<file path="src/rtl/tree_space_arbiter_pkg.sv">
// Shared types and helpers for the tree-space arbiter: allocation FSM states
// and the round-robin pointer advance.
package tree_space_arbiter_pkg;

  typedef enum logic [1:0] {
    ST_IDLE = 2'd0,
    ST_REQ  = 2'd1,
    ST_RESP = 2'd2
  } alloc_state_t;

  // Pointer to the engine after idx, wrapping at n.
  function automatic int rr_next(input int idx, input int n);
    return (idx + 1 >= n) ? 0 : idx + 1;
  endfunction

endpackage

</file>
<file path="src/rtl/tree_space_arbiter_rr_arbiter.sv">
// Combinational round-robin arbiter: the first requester at or after i_ptr
// (wrapping) wins.
module rr_arbiter #(
  parameter int N = 2,
  localparam int IW = (N > 1) ? $clog2(N) : 1
) (
  input  logic [N-1:0]  i_req,
  input  logic [IW-1:0] i_ptr,
  output logic [N-1:0]  o_grant,
  output logic [IW-1:0] o_idx,
  output logic          o_any
);

  always_comb begin
    int            w_pos;
    logic [IW-1:0] w_cand;
    o_grant = '0;
    o_idx   = '0;
    o_any   = 1'b0;
    w_pos   = 0;
    w_cand  = '0;
    for (int k = 0; k < N; k++) begin
      w_pos = int'(i_ptr) + k;
      if (w_pos >= N) w_pos = w_pos - N;
      w_cand = IW'(w_pos);
      if (!o_any && i_req[w_cand]) begin
        o_any           = 1'b1;
        o_idx           = w_cand;
        o_grant[w_cand] = 1'b1;
      end
    end
  end

endmodule

</file>
<file path="src/rtl/tree_space_arbiter.sv">
// Merges per-engine node allocation and free requests onto the single
// tree_space_manager allocation and free channels.
module tree_space_arbiter
  import tree_space_arbiter_pkg::*;
#(
  parameter int RAM_ADDR_WIDTH = 16,
  parameter int NB_ENGINE      = 2
) (
  input  logic                                aclk,
  input  logic                                aresetn,
  input  logic                                swrst,
  input  logic [NB_ENGINE-1:0]                eng_req_valid,
  output logic [NB_ENGINE-1:0]                eng_req_ready,
  output logic [NB_ENGINE*RAM_ADDR_WIDTH-1:0] eng_req_addr,
  input  logic [NB_ENGINE-1:0]                eng_free_valid,
  input  logic [NB_ENGINE-1:0]                eng_free_is_root,
  input  logic [NB_ENGINE*RAM_ADDR_WIDTH-1:0] eng_free_addr,
  output logic [NB_ENGINE-1:0]                eng_free_ready,
  output logic                                mgt_req_valid,
  input  logic                                mgt_req_ready,
  input  logic [RAM_ADDR_WIDTH-1:0]           mgt_req_addr,
  output logic                                mgt_free_valid,
  output logic                                mgt_free_is_root,
  output logic [RAM_ADDR_WIDTH-1:0]           mgt_free_addr,
  input  logic                                mgt_free_ready
);

  localparam int IW = (NB_ENGINE > 1) ? $clog2(NB_ENGINE) : 1;
  localparam int W  = RAM_ADDR_WIDTH;

  alloc_state_t        r_state;
  alloc_state_t        w_state_next;
  logic [IW-1:0]       r_idx;
  logic [IW-1:0]       r_req_ptr;
  logic [W-1:0]        r_req_addr;

  logic [NB_ENGINE-1:0] w_req_grant;
  logic [IW-1:0]        w_req_idx;
  logic                 w_req_any;

  logic                 r_free_full;
  logic                 r_free_is_root;
  logic [W-1:0]         r_free_addr;
  logic [IW-1:0]        r_free_ptr;

  logic [NB_ENGINE-1:0] w_free_grant;
  logic [IW-1:0]        w_free_idx;
  logic                 w_free_any;
  logic                 w_free_load;
  logic [W-1:0]         w_free_sel_addr;
  logic                 w_free_sel_root;

  rr_arbiter #(.N(NB_ENGINE)) u_req_arb (
    .i_req   (eng_req_valid),
    .i_ptr   (r_req_ptr),
    .o_grant (w_req_grant),
    .o_idx   (w_req_idx),
    .o_any   (w_req_any)
  );

  rr_arbiter #(.N(NB_ENGINE)) u_free_arb (
    .i_req   (eng_free_valid),
    .i_ptr   (r_free_ptr),
    .o_grant (w_free_grant),
    .o_idx   (w_free_idx),
    .o_any   (w_free_any)
  );

  always_comb begin
    w_state_next = r_state;
    case (r_state)
      ST_IDLE: if (w_req_any)     w_state_next = ST_REQ;
      ST_REQ:  if (mgt_req_ready) w_state_next = ST_REQ == r_state ? ST_RESP : r_state;
      ST_RESP:                    w_state_next = ST_IDLE;
      default:                    w_state_next = ST_IDLE;
    endcase
  end

  // The grant is registered in IDLE so a requester dropping out mid-grant
  // cannot redirect the address already being fetched.
  always_ff @(posedge aclk or negedge aresetn) begin
    if (!aresetn) begin
      r_state    <= ST_IDLE;
      r_idx      <= '0;
      r_req_ptr  <= '0;
      r_req_addr <= '0;
    end else if (swrst) begin
      r_state    <= ST_IDLE;
      r_idx      <= '0;
      r_req_ptr  <= '0;
      r_req_addr <= '0;
    end else begin
      r_state <= w_state_next;
      case (r_state)
        ST_IDLE: if (w_req_any) r_idx <= w_req_idx;
        ST_REQ:  if (mgt_req_ready) r_req_addr <= mgt_req_addr;
        ST_RESP: r_req_ptr <= IW'(rr_next(int'(r_idx), NB_ENGINE));
        default: ;
      endcase
    end
  end

  always_comb begin
    mgt_req_valid = (r_state == ST_REQ);
    eng_req_ready = '0;
    eng_req_addr  = '0;
    for (int i = 0; i < NB_ENGINE; i++) begin
      if (r_state == ST_RESP && r_idx == IW'(i)) begin
        eng_req_ready[i]        = 1'b1;
        eng_req_addr[i*W +: W]  = r_req_addr;
      end
    end
  end

  always_comb begin
    w_free_load     = ~r_free_full | mgt_free_ready;
    eng_free_ready  = w_free_load ? w_free_grant : '0;
    w_free_sel_addr = '0;
    w_free_sel_root = 1'b0;
    for (int i = 0; i < NB_ENGINE; i++) begin
      if (w_free_idx == IW'(i)) begin
        w_free_sel_addr = eng_free_addr[i*W +: W];
        w_free_sel_root = eng_free_is_root[i];
      end
    end
  end

  // Holding register refills in the same cycle the manager drains it, giving
  // one free per cycle while the manager keeps accepting.
  always_ff @(posedge aclk or negedge aresetn) begin
    if (!aresetn) begin
      r_free_full    <= 1'b0;
      r_free_is_root <= 1'b0;
      r_free_addr    <= '0;
      r_free_ptr     <= '0;
    end else if (swrst) begin
      r_free_full    <= 1'b0;
      r_free_is_root <= 1'b0;
      r_free_addr    <= '0;
      r_free_ptr     <= '0;
    end else if (w_free_load) begin
      r_free_full <= w_free_any;
      if (w_free_any) begin
        r_free_is_root <= w_free_sel_root;
        r_free_addr    <= w_free_sel_addr;
        r_free_ptr     <= IW'(rr_next(int'(w_free_idx), NB_ENGINE));
      end
    end
  end

  assign mgt_free_valid   = r_free_full;
  assign mgt_free_is_root = r_free_is_root;
  assign mgt_free_addr    = r_free_addr;

endmodule

</file>
<file path="config.mk">
export PLATFORM = sky130hd
export DESIGN_NAME = tree_space_arbiter
export DESIGN_NICKNAME = d
export VERILOG_FILES = /design/src/rtl/tree_space_arbiter_pkg.sv /design/src/rtl/tree_space_arbiter_rr_arbiter.sv /design/src/rtl/tree_space_arbiter.sv
export SDC_FILE = /design/constraint.sdc
export NUM_CORES = 1
export LEC_CHECK = 0
export CORE_MARGIN = 2
export CORE_UTILIZATION = 38
export CTS_CLUSTER_SIZE = 25
export DETAILED_ROUTE_END_ITERATION = 7
export GPL_TIMING_DRIVEN = 0
export HOLD_SLACK_MARGIN = 0.08
export PLACE_DENSITY_LB_ADDON = 0.25
export SYNTH_ARGS = -nofsm -noshare
export SYNTH_HDL_FRONTEND = slang
export SYNTH_HIERARCHICAL = 1
export SYNTH_SLANG_ARGS = --single-unit
</file>
<file path="constraint.sdc">
create_clock -name aclk -period 1.7 [get_ports aclk]
set_input_delay 0.34 -clock aclk [delete_from_list [all_inputs] [get_ports aclk]]
set_output_delay 0.34 -clock aclk [all_outputs]
set_load 0.05 [all_outputs]
</file>
==> out/metrics.csv, run 1 <==
metric,value,unit
failing checks,negative setup slack,
Post-DRT Antenna Nets,0,
Bufs and invs on worst path,3,
largest net degree at the start of global routing,40,
Worst-path clk slew,0.08,ns
vias in the first global route,1929,
Max clock buf depth,2,
Post-DP HPWL,3950,um
Synth Instances,180,
Worst path slowest cell,dfrtp_1,
Yosys warning count,6,
RSZ-0062 raised after global routing,true,
Die W,75.9,um
"Slew Viols, Final",0,
clk sink count,39,
worst skew pair latency,0.29,ns
"Data arrival, critical path",1.59,ns
drt first-iter violations,45,
crit end category,output port,
Core ar.,5040,um2
H-tree depth,2,
clock skew,0.00295,ns
initial antenna violation count,0,
Initial Utilization,0.390,
CTS Root Cell,clkbuf_8,
grt ovf,0,
leakage,1.68,nW
min Tclk post-route,1.93,ns
final hold slack,0.164,ns
gp weighted congestion,0.760,
area of the die,5760,um2
Slew HR,0.419,
synthesis-to-layout area growth,86.2,%
Crit path max-delay family,simple AND/OR/NAND/NOR gates,
DR WL met2,2840,um
worst slew pin tran,0.871,ns
Vias,1879,
RR Startpoint,r_free_ptr$_DFFE_PN0P_,
drt wl/cell,15.3,um
Worst Slack Setup Final,-0.230,ns
GRT Total Usage,0.204,
Worst IR Drop VDD,0.593,mV
status,"complete, but fails checks",
pwr/cell area,640,nW/um2
Hold Buf Count CTS,0,
FMAX,518,MHz
Crit path required time,1.36,ns
Post-Syn Area,1970,um2
share of layout cells above drive strength 1,0.335,
"Critical Path, Cell by Cell","buf_6, nand2b_4, nor2_4, buf_6, and2_4, buf_8",
Via-to-Cell Ratio,4.91,
M1 WL,2500,um
diode count,0,
Die Y-Extent,75.9,um
aggregate routed wire length,5870,um
Remaining DRCs,0,
CP peak stage delay,0.38,ns
Post-Syn Nets,239,
Max Used Layer,met4,
setup TNS,-5.83,ns
Final nets,371,
cell mode on critical path,buf_6,
final setup violating endpoints,35,
Max-cap violations,0,
TritonCTS buffer count,5,
Final Non-Filler Cells,383,
final hold viol count,0,
global-route wire length before repair,9470,um
WS Path Type,reg2out,
Layout fillers,343,
Startpoint Class,flop,
Util after Layout,0.726,
worst flop-to-flop path endpoint,mgt_free_addr[8]$_DFFE_PN0P_,
worst-path fanout max,5,
part of the cycle the worst path needs,1.14,
HP Class,in2async,
I/O Buffers,112,
FP Rows,26,
Inst Count DP,362,
TritonRoute pass-1 iters,4,
I/O pin cnt,114,
Avg Synthesized Cell Area,10.9,um2
"reg-to-reg slack, setup",0.30,ns
metal3 WL,451,um
reg2reg path depth,5,
CTS tree,yes,
[worst register-to-register path, stage by stage (launching register included)]
cell	delay (ns)
dfrtp_1	0.37
inv_1	0.06
a21boi_0	0.16
buf_4	0.32
mux2i_1	0.28
o2bb2ai_1	0.08
[stage by stage]
stage / setup slack (ns) / instance area, um2 / power, W
after global placement: -0.722 / 3210 / 0.00164
after detailed placement: -0.739 / 3200 / 0.00165
after global routing: -0.319 / 3660 / 0.00244
final: -0.230 / 3660 / 0.00234
after floorplan: -0.0558 / 2000 / 0.00136
after CTS: -0.222 / 3460 / 0.00233
[layer usage]
metal | up-vias | global-route usage
met5 | - | 0
met4 | 0 | 0.0655
met3 | 7 | 0.0690
met2 | 99 | 0.325
met1 | 881 | 0.262
li1 | 892 | -
[flip-flops by register name, summed over array words and instances, names as in the netlist]
name              cells
mgt_free_addr        16
r_req_addr           16
r_state               2
mgt_free_is_root      1
mgt_free_valid        1
r_free_ptr            1
r_idx                 1
r_req_ptr             1
[power by group]
group	internal (W)	leakage, nW	switching [W]
Sequential	0.000987	0.521	0.0000446
Clock	0.000371	0.0515	0.000320
Combinational	0.000278	1.11	0.000341
[cell usage in the layout (no fill, tap or decap), types with 2 or more instances in the layout]
master	count
inv_1	4
clkbuf_8	7
and2_1	4
nor2_1	3
dfrtp_1	38
a21boi_1	3
nor2_4	3
nand3b_1	2
buf_2	5
clkbuf_1	2
buf_6	9
nand2_1	17
buf_8	33
or2_1	2
and2_4	30
mux2i_1	18
buf_4	10
a21oi_1	10
clkdlybuf4s50_1	56
o2bb2ai_1	18
a22o_1	8
nand2b_4	2
dlygate4sd2_1	18
[layout make-up]
cell class / count / area (um2) / area share
multi-input combinational: 128 / 1020 / 0.278
tap: 70 / 87.6 / 0.0239
inverter: 4 / 15.0 / 0.00410
clock buffer: 8 / 100 / 0.0274
timing repair buffer: 125 / 1390 / 0.379
sequential: 39 / 977 / 0.267
buffer: 9 / 75.1 / 0.0205
[how the worst max path moves through the flow]
stage	startpoint	to	slack, ns	depth (start not counted)
finish	r_state[0]$_DFFE_PN0P_	eng_req_addr[23]	-0.23	6
global route	r_state[0]$_DFFE_PN0P_	eng_req_addr[6]	-0.32	6
CTS	r_state[0]$_DFFE_PN0P_	eng_req_addr[21]	-0.22	6
detailed placement	r_state[0]$_DFFE_PN0P_	eng_req_addr[10]	-0.74	5
global placement	r_state[0]$_DFFE_PN0P_	eng_req_addr[27]	-0.72	6
floorplan	r_state[0]$_DFFE_PN0P_	eng_req_addr[20]	-0.06	5
[what timing repair did]
item,CTS,global route
endpoints found under the setup margin,65,43
cloned,2,1
resized for setup,304,40
pin swaps,6,4
buffers inserted,3,8
No activity file was read; power rests on OpenSTA's default activity.
==> run 2, diff against run 1 <==
--- a/config.mk
+++ b/config.mk
@@ -12,6 +12,7 @@
 export GPL_TIMING_DRIVEN = 0
 export HOLD_SLACK_MARGIN = 0.08
 export PLACE_DENSITY_LB_ADDON = 0.25
+export SETUP_SLACK_MARGIN = 0.05
 export SYNTH_ARGS = -nofsm -noshare
 export SYNTH_HDL_FRONTEND = slang
 export SYNTH_HIERARCHICAL = 1
==> run 2 against run 1 <==
Net effect: the flow still finishes with violations (negative setup slack); design area increased by 0.89%; core utilization increased by 0.65 points; via count increased by 1.5%; critical path depth unchanged; clock power increased by 32%; routed wire length increased by 1.7%; hold slack improved by 0.0039 ns; register-to-register slack got worse by 0.07 ns; worst setup slack improved by 0.010 ns; sequential power about the same; die area unchanged; highest routed layer unchanged.
==> out/metrics.csv, run 2 (synthesis gave the netlist of run 1 again) <==
metric,value,unit,change
"Slew Viols, Final",0,,unchanged
I/O Buffers,112,,unchanged
status,"complete, but fails checks",,unchanged
Die W,75.9,um,unchanged
Via-to-Cell Ratio,4.96,,was 4.91
Comb pwr share,0.238,,was 0.264
clk sink count,39,,unchanged
Power Total,0.00255,W,was 0.00234 W
GRT Total Usage,0.195,,was 0.204
pwr/cell area,690,nW/um2,was 640 nW/um2
"commonest non-fill, non-tap cell in the layout",clkdlybuf4s50_1,,unchanged
synthesis-to-layout area growth,87.8,%,was 86.2%
Vias,1908,,"was 1,879"
worst slew pin tran,0.862,ns,was 0.871 ns
worst flop-to-flop path endpoint,r_req_ptr$_DFFE_PN0P_,,was mgt_free_addr[8]$_DFFE_PN0P_
FP Rows,26,,unchanged
HP Class,in2async,,unchanged
grt ovf,0,,unchanged
"Critical Path, Cell by Cell","buf_6, nor3b_4, buf_6, buf_6, and2_2, buf_6",,"was buf_6, nand2b_4, nor2_4, buf_6, and2_4, buf_8"
TritonCTS buffer count,5,,unchanged
"commonest non-fill, non-tap cells in the layout","clkdlybuf4s50_1 (54), dfrtp_1 (38), buf_8 (32), and2_4 (29), dlygate4sd2_1 (20)",,"was clkdlybuf4s50_1 (56), dfrtp_1 (38), buf_8 (33), and2_4 (30)"
global-route wire length before repair,9180,um,was 9470 um
diode count,0,,unchanged
WS Path Type,reg2out,,unchanged
"worst slack, placed",-0.769,ns,was -0.739 ns
I/O pin cnt,114,,unchanged
Worst-path clk slew,0.08,ns,about the same
total net switching power,0.000703,W,was 0.000706 W
met3 Usage GRT,0.0595,,was 0.0690
design area,3690,um2,was 3660 um2
CP Launch Point,r_state[0]$_DFFE_PN0P_,,unchanged
Seq pwr share,0.405,,was 0.441
clock skew,0.00913,ns,was 0.00295 ns
failing checks,negative setup slack,,unchanged
GRT busiest layer,met2,,unchanged
vias in the first global route,1890,,"was 1,929"
FMAX,521,MHz,was 518 MHz
Remaining DRCs,0,,unchanged
worst skew pair latency,0.29,ns,about the same
CTS tree,yes,,unchanged
initial antenna violation count,0,,unchanged
M2 GR Usage,0.323,,was 0.325
Post-DP HPWL,3860,um,was 3950 um
Max-cap violations,0,,unchanged
"reg-to-reg slack, setup",0.23,ns,was 0.30 ns
H-tree depth,2,,unchanged
leakage,1.71,nW,was 1.68 nW
drt wl/cell,15.5,um,was 15.3 um
"Data arrival, critical path",1.58,ns,was 1.59 ns
Final nets,373,,was 371
final hold viol count,0,,unchanged
Placed Area,3210,um2,was 3200 um2
final setup violating endpoints,34,,was 35
Worst IR Drop VDD,0.604,mV,was 0.593 mV
Clock power frac,0.357,,was 0.295
WP depth,6,,unchanged
cell mode on critical path,buf_6,,unchanged
Initial Utilization,0.390,,unchanged
sw frac,0.276,,was 0.302
reg2reg path depth,7,,was 5
Internal,0.00184,W,was 0.00164 W
aggregate routed wire length,5960,um,was 5870 um
Bufs and invs on worst path,4,,was 3
TritonRoute pass-1 iters,4,,unchanged
crit end category,output port,,unchanged
share of layout cells above drive strength 1,0.349,,was 0.335
RR Startpoint,r_state[1]$_DFFE_PN0P_,,was r_free_ptr$_DFFE_PN0P_
Layout fillers,344,,was 343
Worst path slowest cell,dfrtp_1,,unchanged
Max clock buf depth,2,,unchanged
area occupied by multi-input gates,1000,um2,was 1020 um2
Die Y-Extent,75.9,um,unchanged
gp weighted congestion,0.785,,was 0.760
CP peak stage delay,0.37,ns,was 0.38 ns
setup TNS,-6.16,ns,was -5.83 ns
largest net degree at the start of global routing,40,,unchanged
min Tclk post-route,1.92,ns,was 1.93 ns
Slew HR,0.425,,was 0.419
Worst Slack Setup Final,-0.219,ns,was -0.230 ns
Util after Layout,0.732,,was 0.726
Crit path max-delay family,buffers and inverters,,was simple AND/OR/NAND/NOR gates
FF+latch area,977,um2,unchanged
Post-DRT Antenna Nets,0,,unchanged
grt met1 use,0.251,,was 0.262
Startpoint Class,flop,,unchanged
part of the cycle the worst path needs,1.13,,was 1.14
RSZ-0062 raised after global routing,true,,unchanged
Hold Buf Count CTS,0,,unchanged
drt first-iter violations,110,,was 45
Crit path required time,1.36,ns,about the same
CTS Root Cell,clkbuf_8,,unchanged
area of the die,5760,um2,unchanged
Core ar.,5040,um2,unchanged
worst-path fanout max,5,,unchanged
## run 2: what timing repair did
action                                  4_1_cts  5_1_grt
cloned                                        1        1
endpoints found under the setup margin       65       44
resized for setup                           325       21
buffers inserted                              6        9
pin swaps                                     9        1
endpoints found under the hold margin         0        0
## run 2: worst max path at each step
stage | endpoint | slack, ns
2_1_floorplan | eng_req_addr[10] | 0.006
3_3_place_gp | eng_req_addr[6] | -0.75
3_5_place_dp | eng_req_addr[1] | -0.77
4_1_cts | eng_req_addr[20] | -0.22
5_1_grt | eng_req_addr[1] | -0.27
6_report | eng_req_addr[1] | -0.22
## run 2: power by group through the flow
| stage | clock network (W) | registers (W) | logic [W] |
|---|---|---|---|
| 2_1_floorplan | 0 | 0.00116 | 0.000198 |
| 3_5_place_dp | 0 | 0.00104 | 0.000603 |
| 6_report | 0.000909 | 0.00103 | 0.000606 |
| 3_3_place_gp | 0 | 0.00104 | 0.000596 |
| 4_1_cts | 0.000910 | 0.00103 | 0.000596 |
| 5_1_grt | 0.000962 | 0.00104 | 0.000649 |
## run 2: final cells by class
type	instances	share of cell area
timing repair buffer	128	0.381
sequential	39	0.265
buffer	9	0.0193
inverter	4	0.00407
multi-input combinational	127	0.271
clock inverter	2	0.0163
tap	70	0.0237
clock buffer	6	0.0197
## run 2: metrics by stage
step                hold WS, ns  std cells
finish                    0.167        385
global route              0.227        385
CTS                       0.197        377
detailed placement        0.473        362
global placement          0.471        362
floorplan                0.0444        180
## run 2: routing by layer
| layer | part of all wire | up-vias |
|---|---|---|
| li1 | - | 896 |
| met1 | 0.42 | 891 |
| met2 | 0.49 | 109 |
| met3 | 0.072 | 12 |
| met4 | 0.016 | 0 |
| met5 | 0 | - |
==> run 3, diff against run 2 <==
--- a/config.mk
+++ b/config.mk
@@ -5,6 +5,7 @@
 export SDC_FILE = /design/constraint.sdc
 export NUM_CORES = 1
 export LEC_CHECK = 0
+export CORE_ASPECT_RATIO = 0.5
 export CORE_MARGIN = 2
 export CORE_UTILIZATION = 38
 export CTS_CLUSTER_SIZE = 25
==> run 3 against run 2 <==
Net effect: the run still ends with negative setup slack left; hold slack worse by 0.0026 ns; clock skew down 0.0068 ns; register-to-register slack worse by 0.13 ns; total power down 4.5%; final cell count down 1.6%; routed wire length down 1.3%; global-route usage up 1.2 points; design area down 2.7%; maximum frequency down 0.48%; via count down 3.2%; critical path type unchanged; critical endpoint is now eng_req_addr[27]; largest cell class unchanged.
==> out/metrics.csv, run 3 (synthesis gave the netlist of run 1 again) <==
metric,value,unit,change
Crit path required time,1.36,ns,about the same
min Tclk post-route,1.93,ns,was 1.92 ns
Final nets,367,,was 373
diode count,0,,unchanged
cell mode on critical path,buf_6,,unchanged
final hold viol count,0,,unchanged
Worst-path clk slew,0.08,ns,about the same
share of layout cells above drive strength 1,0.333,,was 0.349
Max-cap violations,0,,unchanged
vias in the first global route,1838,,"was 1,890"
Post-DP HPWL,4070,um,was 3860 um
FMAX,519,MHz,was 521 MHz
Die W,106,um,was 75.9 um
crit end category,output port,,unchanged
synthesis-to-layout area growth,82.8,%,was 87.8%
Max clock buf depth,2,,unchanged
gp weighted congestion,0.735,,was 0.785
largest net degree at the start of global routing,40,,unchanged
Final Non-Filler Cells,379,,was 385
"commonest non-fill, non-tap cell in the layout",clkdlybuf4s50_1,,unchanged
TritonRoute pass-1 iters,4,,unchanged
Core ar.,4950,um2,was 5040 um2
worst skew pair latency,0.28,ns,was 0.29 ns
Die Y-Extent,54.9,um,was 75.9 um
HP Class,in2async,,unchanged
pwr/cell area,677,nW/um2,was 690 nW/um2
GRT Total Usage,0.207,,was 0.195
status,"complete, but fails checks",,unchanged
Worst IR Drop VDD,0.479,mV,was 0.604 mV
TritonCTS buffer count,5,,unchanged
design area,3590,um2,was 3690 um2
Inst Count DP,362,,unchanged
"Critical Path, Cell by Cell","buf_6, nand2b_4, nor2_4, buf_6, and2_4, buf_8",,"was buf_6, nor3b_4, buf_6, buf_6, and2_2, buf_6"
Power Total,0.00243,W,was 0.00255 W
"commonest non-fill, non-tap cells in the layout","clkdlybuf4s50_1 (54), dfrtp_1 (38), buf_8 (28), and2_4 (25), dlygate4sd2_1 (20)",,"was clkdlybuf4s50_1 (54), dfrtp_1 (38), buf_8 (32), and2_4 (29), dlygate4sd2_1 (20)"
Initial Utilization,0.397,,was 0.390
RSZ-0062 raised after global routing,true,,unchanged
aggregate routed wire length,5890,um,was 5960 um
Bufs and invs on worst path,3,,was 4
worst slew pin tran,0.880,ns,was 0.862 ns
FP Rows,18,,was 26
H-tree depth,2,,unchanged
drt wl/cell,15.5,um,about the same
Vias,1847,,"was 1,908"
"Data arrival, critical path",1.59,ns,was 1.58 ns
"Slew Viols, Final",0,,unchanged
Startpoint Class,flop,,unchanged
CP peak stage delay,0.39,ns,was 0.37 ns
final setup violating endpoints,34,,unchanged
Util after Layout,0.725,,was 0.732
Remaining DRCs,0,,unchanged
clock skew,0.00234,ns,was 0.00913 ns
global-route wire length before repair,9070,um,was 9180 um
area of the die,5800,um2,was 5760 um2
I/O Buffers,112,,unchanged
Via-to-Cell Ratio,4.87,,was 4.96
Worst Slack Setup Final,-0.229,ns,was -0.219 ns
Slew HR,0.413,,was 0.425
part of the cycle the worst path needs,1.13,,about the same
leakage,1.66,nW,was 1.71 nW
Placed Area,3210,um2,unchanged
grt ovf,0,,unchanged
Hold Buf Count CTS,0,,unchanged
I/O pin cnt,114,,unchanged
drt first-iter violations,40,,was 110
Crit path max-delay family,simple AND/OR/NAND/NOR gates,,was buffers and inverters
clk sink count,39,,unchanged
failing checks,negative setup slack,,unchanged
worst-path fanout max,5,,unchanged
Worst path slowest cell,dfrtp_1,,unchanged
CTS Root Cell,clkbuf_8,,unchanged
CTS tree,yes,,unchanged
WS Path Type,reg2out,,unchanged
Post-DRT Antenna Nets,0,,unchanged
initial antenna violation count,0,,unchanged
==> run 3: worst reg2reg max path: cells and delay by family (launching register included) <==
kind / cells / cell delay (ns)
and+or+nand+nor: 2 / 0.37
buffers and inverters: 4 / 0.58
AOI/OAI and AO/OA: 1 / 0.19
DFF: 1 / 0.39
==> run 3: cell type report <==
cell class | instances | area (um2)
Buffer | 9 | 71.3
Timing Repair Buffer | 122 | 1330
Clock buffer | 6 | 82.6
Inverter | 4 | 15.0
Fill cell | 369 | 1360
Clock inverter | 2 | 35.0
Tap cell | 70 | 87.6
Sequential cell | 39 | 977
Multi-Input combinational cell | 127 | 998
==> run 3: what timing repair did <==
item,in CTS,in global routing
endpoints found under the setup margin,65,44
endpoints found under the hold margin,0,0
pin swaps,9,1
gates cloned,1,0
setup buffers,7,2
resized for setup,326,7
==> run 3: metrics by stage <==
step                      hold slack [ns]  setup TNS (ns)  setup WS, ns
after floorplan                    0.0444               0       0.00551
after global placement              0.473          -50.79        -0.755
after detailed placement            0.473          -27.24        -0.799
after global routing                0.233           -7.14        -0.278
after CTS                           0.195           -5.63        -0.231
final                               0.165           -5.18        -0.229
==> run 3: layer usage <==
layer,vias to the layer above,global-route usage,wire (um)
met3,4,0.0476,264
met1,905,0.249,2470
li1,884,-,-
met4,0,0.0526,46
met5,-,0,0
met2,54,0.390,3100
==> run 3: worst paths after layout <==
path,from,to,slack [ns],cells after the start
max,r_state[0]$_DFFE_PN0P_,eng_req_addr[27],-0.23,6
max reg2reg,r_state[0]$_DFFE_PN0P_,r_req_addr[8]$_DFFE_PN0P_,0.10,7
min,aresetn,mgt_free_is_root$_DFFE_PN0P_,0.16,1
min in group aclk,swrst,mgt_free_valid$_DFFE_PN0P_,0.26,2
max in group asynchronous,aresetn,r_state[1]$_DFFE_PN0P_,0.92,1
min reg2reg,mgt_free_addr[1]$_DFFE_PN0P_,mgt_free_addr[1]$_DFFE_PN0P_,0.49,1
==> run 3: where the power goes <==
part	switching, W	total, W	internal [W]
Sequential	0.0000416	0.00103	0.000987
Clock	0.000326	0.000801	0.000475
Combinational	0.000339	0.000602	0.000263
Total	0.000707	0.00243	0.00173
